## src/rtl/mau_ahb_split.sv

```systemverilog
// mau_ahb_split: memory access unit between the load/store stage and an
// AHB-lite master port. Accepts one request per cycle over valid/ready and
// overlaps the address phase of the next transfer with the current data phase.
// Misaligned accesses are either split into byte beats or rejected with
// misaligned_exc. Load data is lane-selected and sign/zero extended to DW.
//
// Ports:
//   clk, reset            clock (HCLK) and async active-high reset
//   req_*                 request channel (valid/ready, store, size, addr, wdata, rd)
//   resp_*                completion pulse with rd, extended load data, bus error
//   misaligned_exc        accept-cycle pulse for misaligned access when not splitting
//   rs1_en/rs2_en, dec_*  decode operands, compared against the pending load rd
//   load_conflict         stall request to decode
//   H*                    AHB-lite master signals
//
// State | meaning
// ------+---------------------------------------------------------------
// IDLE  | no data phase pending
// DATA  | single aligned transfer in data phase (or bus-less illegal access)
// SPLIT | byte-beat sequence, beat_q = 0..N-1, N = access bytes
module mau_ahb_split #(
    parameter int AW = 32,
    parameter int DW = 32,
    parameter bit SPLIT_MISALIGNED = 1'b1
) (
    input  logic          clk,
    input  logic          reset,
    input  logic          req_valid,
    output logic          req_ready,
    input  logic          req_store,
    input  logic [2:0]    req_size,
    input  logic [AW-1:0] req_addr,
    input  logic [DW-1:0] req_wdata,
    input  logic [4:0]    req_rd,
    output logic          resp_valid,
    output logic [4:0]    resp_rd,
    output logic [DW-1:0] resp_data,
    output logic          resp_err,
    output logic          misaligned_exc,
    input  logic          rs1_en,
    input  logic          rs2_en,
    input  logic [4:0]    dec_rs1,
    input  logic [4:0]    dec_rs2,
    output logic          load_conflict,
    output logic [AW-1:0] HADDR,
    output logic [1:0]    HTRANS,
    output logic          HWRITE,
    output logic [2:0]    HSIZE,
    output logic [2:0]    HBURST,
    output logic [DW-1:0] HWDATA,
    input  logic [DW-1:0] HRDATA,
    input  logic          HREADY,
    input  logic [1:0]    HRESP
);

    localparam int LW = (DW == 64) ? 3 : 2;
    localparam logic [1:0] TR_IDLE   = 2'b00;
    localparam logic [1:0] TR_NONSEQ = 2'b10;
    localparam logic [1:0] RESP_ERR  = 2'b01;

    typedef enum logic [1:0] {S_IDLE, S_DATA, S_SPLIT} state_t;

    state_t        state_q, state_d;
    logic          p_store_q, p_store_d;
    logic [2:0]    p_size_q, p_size_d;
    logic [AW-1:0] p_addr_q, p_addr_d;
    logic [4:0]    p_rd_q, p_rd_d;
    logic [DW-1:0] p_wdata_q, p_wdata_d;
    logic          p_nobus_q, p_nobus_d;
    logic [2:0]    beat_q, beat_d;
    logic [2:0]    nbeat_q, nbeat_d;
    logic [DW-1:0] buf_q, buf_d;
    logic [DW-1:0] hwdata_q, hwdata_d;

    logic [AW-1:0] beat_addr, next_addr;
    logic [2:0]    next_beat;
    logic [7:0]    rd_byte, wr_byte;
    logic [2:0]    r_mis_mask;
    logic          r_mis, r_illegal;
    logic          last, hresp_err, issue_ok, complete, cur_err;

    function automatic logic [DW-1:0] size_mask(input logic [1:0] sz);
        logic [DW-1:0] m;
        m = '0;
        case (sz)
            2'd0:    m[7:0]  = '1;
            2'd1:    m[15:0] = '1;
            2'd2:    m[31:0] = '1;
            default: m       = '1;
        endcase
        return m;
    endfunction

    // Low bits of raw hold the loaded value; size[2] selects zero extension.
    function automatic logic [DW-1:0] ld_extend(input logic [DW-1:0] raw, input logic [2:0] sz);
        logic [DW-1:0] m;
        logic          neg;
        m = size_mask(sz[1:0]);
        case (sz[1:0])
            2'd0:    neg = raw[7];
            2'd1:    neg = raw[15];
            2'd2:    neg = raw[31];
            default: neg = raw[DW-1];
        endcase
        return (raw & m) | ((!sz[2] && neg) ? ~m : '0);
    endfunction

    assign beat_addr = p_addr_q + AW'(beat_q);
    assign next_addr = beat_addr + {{(AW-1){1'b0}}, 1'b1};
    assign next_beat = beat_q + 3'd1;
    assign rd_byte   = HRDATA[{beat_addr[LW-1:0], 3'b000} +: 8];
    assign wr_byte   = p_wdata_q[{next_beat[LW-1:0], 3'b000} +: 8];
    assign last      = (beat_q == nbeat_q);
    assign hresp_err = (HRESP == RESP_ERR);

    always_comb begin
        case (req_size[1:0])
            2'd0:    r_mis_mask = 3'b000;
            2'd1:    r_mis_mask = 3'b001;
            2'd2:    r_mis_mask = 3'b011;
            default: r_mis_mask = 3'b111;
        endcase
    end

    assign r_mis     = |(req_addr[2:0] & r_mis_mask);
    assign r_illegal = (req_size == 3'b111) ||
                       ((DW == 32) && ((req_size == 3'b011) || (req_size == 3'b110)));

    assign HBURST        = 3'b000;
    assign HWDATA        = hwdata_q;
    assign load_conflict = ((state_q == S_DATA) || (state_q == S_SPLIT)) && !p_store_q &&
                           (p_rd_q != 5'd0) &&
                           ((rs1_en && (dec_rs1 == p_rd_q)) || (rs2_en && (dec_rs2 == p_rd_q)));

    always_ff @(posedge clk or posedge reset) begin
        if (reset) begin
            state_q   <= S_IDLE;
            p_store_q <= 1'b0;
            p_size_q  <= 3'b000;
            p_addr_q  <= '0;
            p_rd_q    <= 5'd0;
            p_wdata_q <= '0;
            p_nobus_q <= 1'b0;
            beat_q    <= 3'd0;
            nbeat_q   <= 3'd0;
            buf_q     <= '0;
            hwdata_q  <= '0;
        end else begin
            state_q   <= state_d;
            p_store_q <= p_store_d;
            p_size_q  <= p_size_d;
            p_addr_q  <= p_addr_d;
            p_rd_q    <= p_rd_d;
            p_wdata_q <= p_wdata_d;
            p_nobus_q <= p_nobus_d;
            beat_q    <= beat_d;
            nbeat_q   <= nbeat_d;
            buf_q     <= buf_d;
            hwdata_q  <= hwdata_d;
        end
    end

    always_comb begin
        state_d   = state_q;
        p_store_d = p_store_q;
        p_size_d  = p_size_q;
        p_addr_d  = p_addr_q;
        p_rd_d    = p_rd_q;
        p_wdata_d = p_wdata_q;
        p_nobus_d = p_nobus_q;
        beat_d    = beat_q;
        nbeat_d   = nbeat_q;
        buf_d     = buf_q;
        hwdata_d  = hwdata_q;

        req_ready      = 1'b0;
        resp_valid     = 1'b0;
        resp_rd        = 5'd0;
        resp_data      = '0;
        resp_err       = 1'b0;
        misaligned_exc = 1'b0;
        HTRANS         = TR_IDLE;
        HADDR          = '0;
        HWRITE         = 1'b0;
        HSIZE          = 3'b000;
        issue_ok       = 1'b0;
        complete       = 1'b0;
        cur_err        = 1'b0;

        case (state_q)
            S_IDLE: begin
                issue_ok  = 1'b1;
                req_ready = 1'b1;
            end
            S_DATA: begin
                // Illegal accesses sit here one cycle without a bus transfer.
                complete  = p_nobus_q || HREADY;
                cur_err   = p_nobus_q || (HREADY && hresp_err);
                issue_ok  = 1'b1;
                req_ready = complete;
                if (complete) begin
                    resp_valid = 1'b1;
                    resp_err   = cur_err;
                    resp_rd    = p_store_q ? 5'd0 : p_rd_q;
                    if (!cur_err && !p_store_q)
                        resp_data = ld_extend(HRDATA >> {beat_addr[LW-1:0], 3'b000}, p_size_q);
                    state_d = S_IDLE;
                end
            end
            S_SPLIT: begin
                issue_ok  = last;
                req_ready = last && HREADY;
                if (HREADY) begin
                    if (last || hresp_err) begin
                        resp_valid = 1'b1;
                        resp_err   = hresp_err;
                        resp_rd    = p_store_q ? 5'd0 : p_rd_q;
                        if (!hresp_err && !p_store_q)
                            resp_data = ld_extend(buf_q | ({{(DW-8){1'b0}}, rd_byte} << {beat_q[LW-1:0], 3'b000}),
                                                  p_size_q);
                        state_d = S_IDLE;
                    end else begin
                        beat_d = next_beat;
                        buf_d  = buf_q | ({{(DW-8){1'b0}}, rd_byte} << {beat_q[LW-1:0], 3'b000});
                        if (p_store_q)
                            hwdata_d = {{(DW-8){1'b0}}, wr_byte} << {next_addr[LW-1:0], 3'b000};
                    end
                end
                // Next beat overlaps this data phase; an error response (even its
                // first, not-ready cycle) withdraws it so no further beat is issued.
                if (!last && !hresp_err) begin
                    HTRANS = TR_NONSEQ;
                    HADDR  = next_addr;
                    HWRITE = p_store_q;
                    HSIZE  = 3'b000;
                end
            end
            default: state_d = S_IDLE;
        endcase

        if (req_valid && issue_ok) begin
            // Presented while the previous data phase may still be stalled; the
            // address phase completes together with req_ready.
            if (!r_illegal && !(r_mis && !SPLIT_MISALIGNED)) begin
                HTRANS = TR_NONSEQ;
                HADDR  = req_addr;
                HWRITE = req_store;
                HSIZE  = r_mis ? 3'b000 : {1'b0, req_size[1:0]};
            end
            if (req_ready) begin
                p_store_d = req_store;
                p_size_d  = req_size;
                p_addr_d  = req_addr;
                p_rd_d    = req_rd;
                p_wdata_d = req_wdata & size_mask(req_size[1:0]);
                p_nobus_d = 1'b0;
                beat_d    = 3'd0;
                nbeat_d   = r_mis_mask;
                buf_d     = '0;
                hwdata_d  = '0;
                if (r_illegal) begin
                    state_d   = S_DATA;
                    p_nobus_d = 1'b1;
                end else if (r_mis && !SPLIT_MISALIGNED) begin
                    misaligned_exc = 1'b1;
                    state_d        = S_IDLE;
                end else if (r_mis) begin
                    state_d = S_SPLIT;
                    if (req_store)
                        hwdata_d = {{(DW-8){1'b0}}, req_wdata[7:0]} << {req_addr[LW-1:0], 3'b000};
                end else begin
                    state_d = S_DATA;
                    if (req_store)
                        hwdata_d = (req_wdata & size_mask(req_size[1:0])) << {req_addr[LW-1:0], 3'b000};
                end
            end
        end
    end

endmodule

```

## config.mk

```make
export PLATFORM = sky130hd
export DESIGN_NAME = mau_ahb_split
export DESIGN_NICKNAME = d
export VERILOG_FILES = /design/src/rtl/mau_ahb_split.sv
export SDC_FILE = /design/constraint.sdc
export NUM_CORES = 1
export LEC_CHECK = 0
export ABC_AREA = 1
export CAP_MARGIN = 10
export CORE_MARGIN = 2
export CORE_UTILIZATION = 54
export CTS_BUF_LIST = sky130_fd_sc_hd__clkbuf_8
export CTS_CLUSTER_SIZE = 10
export DETAILED_ROUTE_END_ITERATION = 12
export HOLD_SLACK_MARGIN = 0.08
export PLACE_DENSITY = 0.91
export REMOVE_ABC_BUFFERS = 1
export SLEW_MARGIN = 20
export SYNTH_ARGS = -nofsm -noshare
export SYNTH_HDL_FRONTEND = slang
export SYNTH_SLANG_ARGS = --single-unit
```

## constraint.sdc

```tcl
create_clock -name clk -period 6.15 [get_ports clk]
set_clock_uncertainty 0.2 [all_clocks]
set_input_delay 0.615 -clock clk [delete_from_list [all_inputs] [get_ports clk]]
set_output_delay 0.615 -clock clk [all_outputs]
set_load 0.05 [all_outputs]
```

### Word-level counts from Yosys, hierarchy flattened

Index checks and enable logic that the tools add are counted.

* logic and storage cells: 200
* flip-flop bits (word level): 146
* input port bits: 123
* output and inout bits: 115

* shift operators: 7
* reductions and logical operators: 34
* equal/unequal tests: 12
* mux-type cells: 123
* add/subtract/negate cells: 3
* bitwise logic cells: 10

Operator list (number)
* $mux 32: 26
* $mux 16: 16
* $mux 8: 30
* $and 32x32->32: 4
* $or 32x32->32: 3
* $shl 8x5->32: 3
* $not 32->32: 2
* $pmux 32 s2: 1
* $shiftx 32x6->8: 2
* $add 32x1->32 const B: 1
* $add 32x3->32: 1
* $shl 32x5->32: 1
* $shr 32x5->32: 1
* $mux 2: 14
* $mux 5: 4
* $mux 1: 18
* $mux 3: 5
* $logic_and 1x1->1: 13
* $eq 5x5->1: 2
* $pmux 1 s2: 5
* $pmux 5 s2: 1
* $pmux 3 s3: 1
* $eq 2x1->1 const B: 4
* $logic_or 1x1->1: 7
* other kinds (14): 24

### Depth between registers and ports, before layout

* depth in word-level cells: 16
* depth in mapped cells: 20
* mapped depth without buffers: 19

### Worst setup path after synthesis

No wires, ideal clock.

* path kind: register to output
* start: register beat_q[1]
* end: output HADDR[14]
* required time: 5335 ps
* setup slack: 1197 ps
* data arrival time: 4138 ps
* cell stages (with the launch flop): 17
* buffers on the path: 4
* cells stage by stage: dfrtp_1 -> buf_2 -> inv_2 -> clkbuf_1 -> fa_1 -> inv_1 -> clkbuf_1 -> clkbuf_1 -> ha_1 -> inv_1 -> nor2_1 -> nand3_1 -> nor2_2 -> nand2_2 -> nor2_4 -> nor2_1 -> o21ai_0

* longest elaborated chain between the ends: 7
* elaborated cells between the ends (all ways): 11
* classes of those cells: 2 x add/sub; 1 x eq/ne; 5 x mux; 3 x reduce/logical

RTL lines
* from (decl): line 70 `logic [2:0] beat_q, beat_d;`
* from (signal assigned): line 156 `beat_q <= beat_d;`
* parallel branches: the longest is 6 deep, another holds $add 32x3->32
* $mux 32 (*): line 241 `if (req_valid && issue_ok) begin`
* to (decl): line 45 `output logic [AW-1:0] HADDR,`

Every way passes the cells marked *.

### Worst setup path in the final report

* start: register beat_q[1]
* end: output HADDR[12]

Same word-level chain as after synthesis.

==> qor.txt <==
Yosys cell types - 49
Seq cells post-synth - 146
Final net count - 2,051
CP Max Fanout - 30
Critical path class - register to primary output
Final Max Slew Viols - 0
Routed WL per cell - 18.0 µm
Rows - 52
Post-CTS setup buffers - 0
Most used DFF post-synth - dfrtp_1
Post-route DRC - 0
Iter 0 DRT Violations - 1,600
Floorplan core area - 20,300 µm²
Port bufs - 231
Status - finished clean
Synth area leader - dfrtp_1
Filler Cells Inserted - 1,818
Syn-to-layout area delta - 24.1%
Register area share after synthesis - 0.326
Mapped Avg Cell Area - 6.42 µm²
Max-Cap Viols - 0
Hold_ws - 0.286 ns
Post-CTS Hold Buffers - 0
Setup TNS - 0 ns
Final HPWL from detailed placement - 28.3 mm
LEAKAGE - 0.00625 µW
Vias in the first global route - 12,700
Post-CTS Resized - 0
Ranking of synthesized cells by area - dfrtp_1, nand2_1, nor2_1, nand3_1, a21oi_1
Slew HR - 0.327
Area share of the largest cell type after synthesis - 0.326
Gr ovfl total - 0
Die area - 21,900 µm²
DRT Wirelength - 39.5 mm
Worst path arrival time - 4.73 ns
Setup Viol. Count Final - 0
Initial Utilization - 0.553
GP Congestion - 0.982
Setup crit start kind - register
Clk Latency, worst-skew pair - 0.46 ns
FF-to-FF path depth - 11
Async SR Flop Fraction - 1.00
Crit-path max cell delay - 0.69 ns
CTS root buf - clkbuf_8
Slowest stage cell on the critical path - clkdlybuf4s50_1
Min Tclk post-route - 5.55 ns
RSZ-0062 raised after global routing - no
Layout cells sized above 1 - 0.0839
Yosys Warn Count - 0
Worst Path Required - 5.33 ns
Final Hold Fails - 0
Crit end category - primary output
Critical path, cell by cell - inv_2 > fa_1 > buf_4 > inv_1 > ha_1 > inv_1 > nor2_1 > nand3_1 > nor2_2 > nand2_2 > o21ai_1 > o21ai_0 > nand2_1 > nand2_1 > clkdlybuf4s50_1
DIE WIDTH - 148 µm
Drt pass-1 iters - 6
Hold WC Path Type - register to register
Hold path cells - 2
Vias/cell - 5.98
Num CTS Buffers - 17
EDFF count, synth - 0
Clk slew on worst S/H paths - 0.10 ns
Fmax - 180 MHz
Via count - 13,200
Initial antenna violation count - 0
All-Layer GR Usage - 0.356
Ant diodes - 0
CTS tree - built
Largest net degree at the start of global routing - 122
Area of the mapped netlist - 11,200 µm²
CTS sink count - 146
Die height - 148 µm
Max Buffers Root-to-Sink - 2
Power Dens Cells - 478 nW/µm²
Antenna Nets Post-Route - 0
Worst slew pin tran - 1.01 ns
Cell count after synthesis - 1,747
Global-route wire length before repair - 63.1 mm
Fin crit share - 0.902
H-tree Lvls - 4
Ports - 238
Peak VDD IR - 319 µV
path summary, 6_finish.rpt:
check | startpoint | to | slack (ns)
worst max register to register | beat_q[1]$_DFF_PP0_ | HWDATA[31]$_DFF_PP0_ | 2.14
min in group asynchronous | reset | p_rd_q[4]$_DFFE_PP0P_ | 0.44
worst min register to register | p_wdata_q[5]$_DFFE_PP0P_ | p_wdata_q[5]$_DFFE_PP0P_ | 0.29
max in group asynchronous | reset | p_addr_q[5]$_DFFE_PP0P_ | 4.00
worst min-delay path | p_wdata_q[5]$_DFFE_PP0P_ | p_wdata_q[5]$_DFFE_PP0P_ | 0.29
worst max-delay path | beat_q[1]$_DFF_PP0_ | HADDR[12] | 0.60
logic make-up (layout without fill, tap and decap cells):
logic type | Yosys count | count (layout) | share of synthesized area
other | 1 | 6 | 0.000334
and+or+nand+nor | 931 | 931 | 0.358
adders and majority gates | 10 | 10 | 0.0118
muxes | 4 | 4 | 0.00357
buffers and inverters | 249 | 428 | 0.0912
AOI/OAI and AO/OA | 397 | 397 | 0.202
DFF | 146 | 146 | 0.326
xor gates and xnor gates | 9 | 9 | 0.00703
power by group:
group	switching, µW	internal [µW]
clock	489	314
sequential	283	1290
combinational	3080	1200
through the flow:
| stage | utilization | setup slack (ns) | total power, µW | cell area, µm² | std cells |
|---|---|---|---|---|---|
| floorplan | - | -0.171 | 4440 | 10800 | 1655 |
| global placement | 0.664 | 1.26 | 5650 | 13500 | 2169 |
| detailed placement | 0.664 | 1.22 | 5740 | 13500 | 2169 |
| CTS | 0.685 | 0.700 | 6560 | 13900 | 2201 |
| global route | 0.686 | 0.305 | 7110 | 13900 | 2201 |
| finish | 0.686 | 0.601 | 6660 | 13900 | 2201 |
per-layer routing:
layer,global-route usage,routed length (µm),vias up
met2,0.578,18400,837
li1,-,-,6126
met1,0.466,15400,6080
met3,0.0770,4400,112
met5,0,0,-
met4,0.142,1300,0
synthesized netlist by cell type, drive strengths merged, types with 2 or more instances:
cell and count:
nand2 541, nor2 231, o21ai 160, inv 148
dfrtp 146, nand3 127, a21oi 110, buf 55
clkbuf 42, a31oi 36, a22oi 31, o22ai 24
nand4 15, nor3 15, ha 9, a211oi 6
xnor2 6, a32o 5, clkinv 4, mux2i 4
o211ai 4, o221ai 4, o311ai 4, o32ai 4
o31ai 3, xor2 3, a221oi 2
cells in the final DEF, fill, tap and decap left out, types with 3 or more instances in the layout:
master	instances
a211oi_1	6
a21oi_1	110
a22oi_1	31
a31oi_1	36
a32o_1	5
buf_4	45
clkbuf_8	17
clkdlybuf4s50_1	197
clkinv_1	4
clkinv_8	7
conb_1	6
dfrtp_1	146
ha_1	9
inv_1	134
inv_2	12
inv_8	4
mux2i_1	4
nand2_1	513
nand2_2	25
nand2_4	3
nand3_1	122
nand3_2	4
nand4_1	15
nor2_1	198
nor2_2	16
nor2_4	15
nor3_1	14
o211ai_1	4
o21ai_0	108
o21ai_1	50
o221ai_1	4
o22ai_1	24
o311ai_0	4
o31ai_1	3
o32ai_1	4
xnor2_1	6
xor2_1	3
registers in the layout (all words and copies together) (netlist names):
| signal | count |
|---|---|
| p_nobus_q | 1 |
| p_addr_q | 32 |
| beat_q | 3 |
| buf_q | 32 |
| HWDATA | 32 |
| nbeat_q | 3 |
| p_size_q | 3 |
| p_rd_q | 5 |
| state_q | 2 |
| p_wdata_q | 32 |
| p_store_q | 1 |
final cells by class:
type                            instances  area [µm²]  share of cell area
Inverter                              152         578              0.0415
Clock inverter                         15         191              0.0138
Timing Repair Buffer                  244        2350               0.169
Clock buffer                           17         234              0.0168
Tap cell                              270         338              0.0243
Sequential cell                       146        3650               0.262
Multi-Input combinational cell       1357        6570               0.472
worst max-delay path, delay by kind of cell, from the launching register on:
kind,cells,cell delay (ns)
fa+ha+maj,2,0.79
buf+inv,5,2.00
simple gates,6,0.81
flops,1,0.40
compound gates,2,0.26
Power figures use the tool's default switching activity.
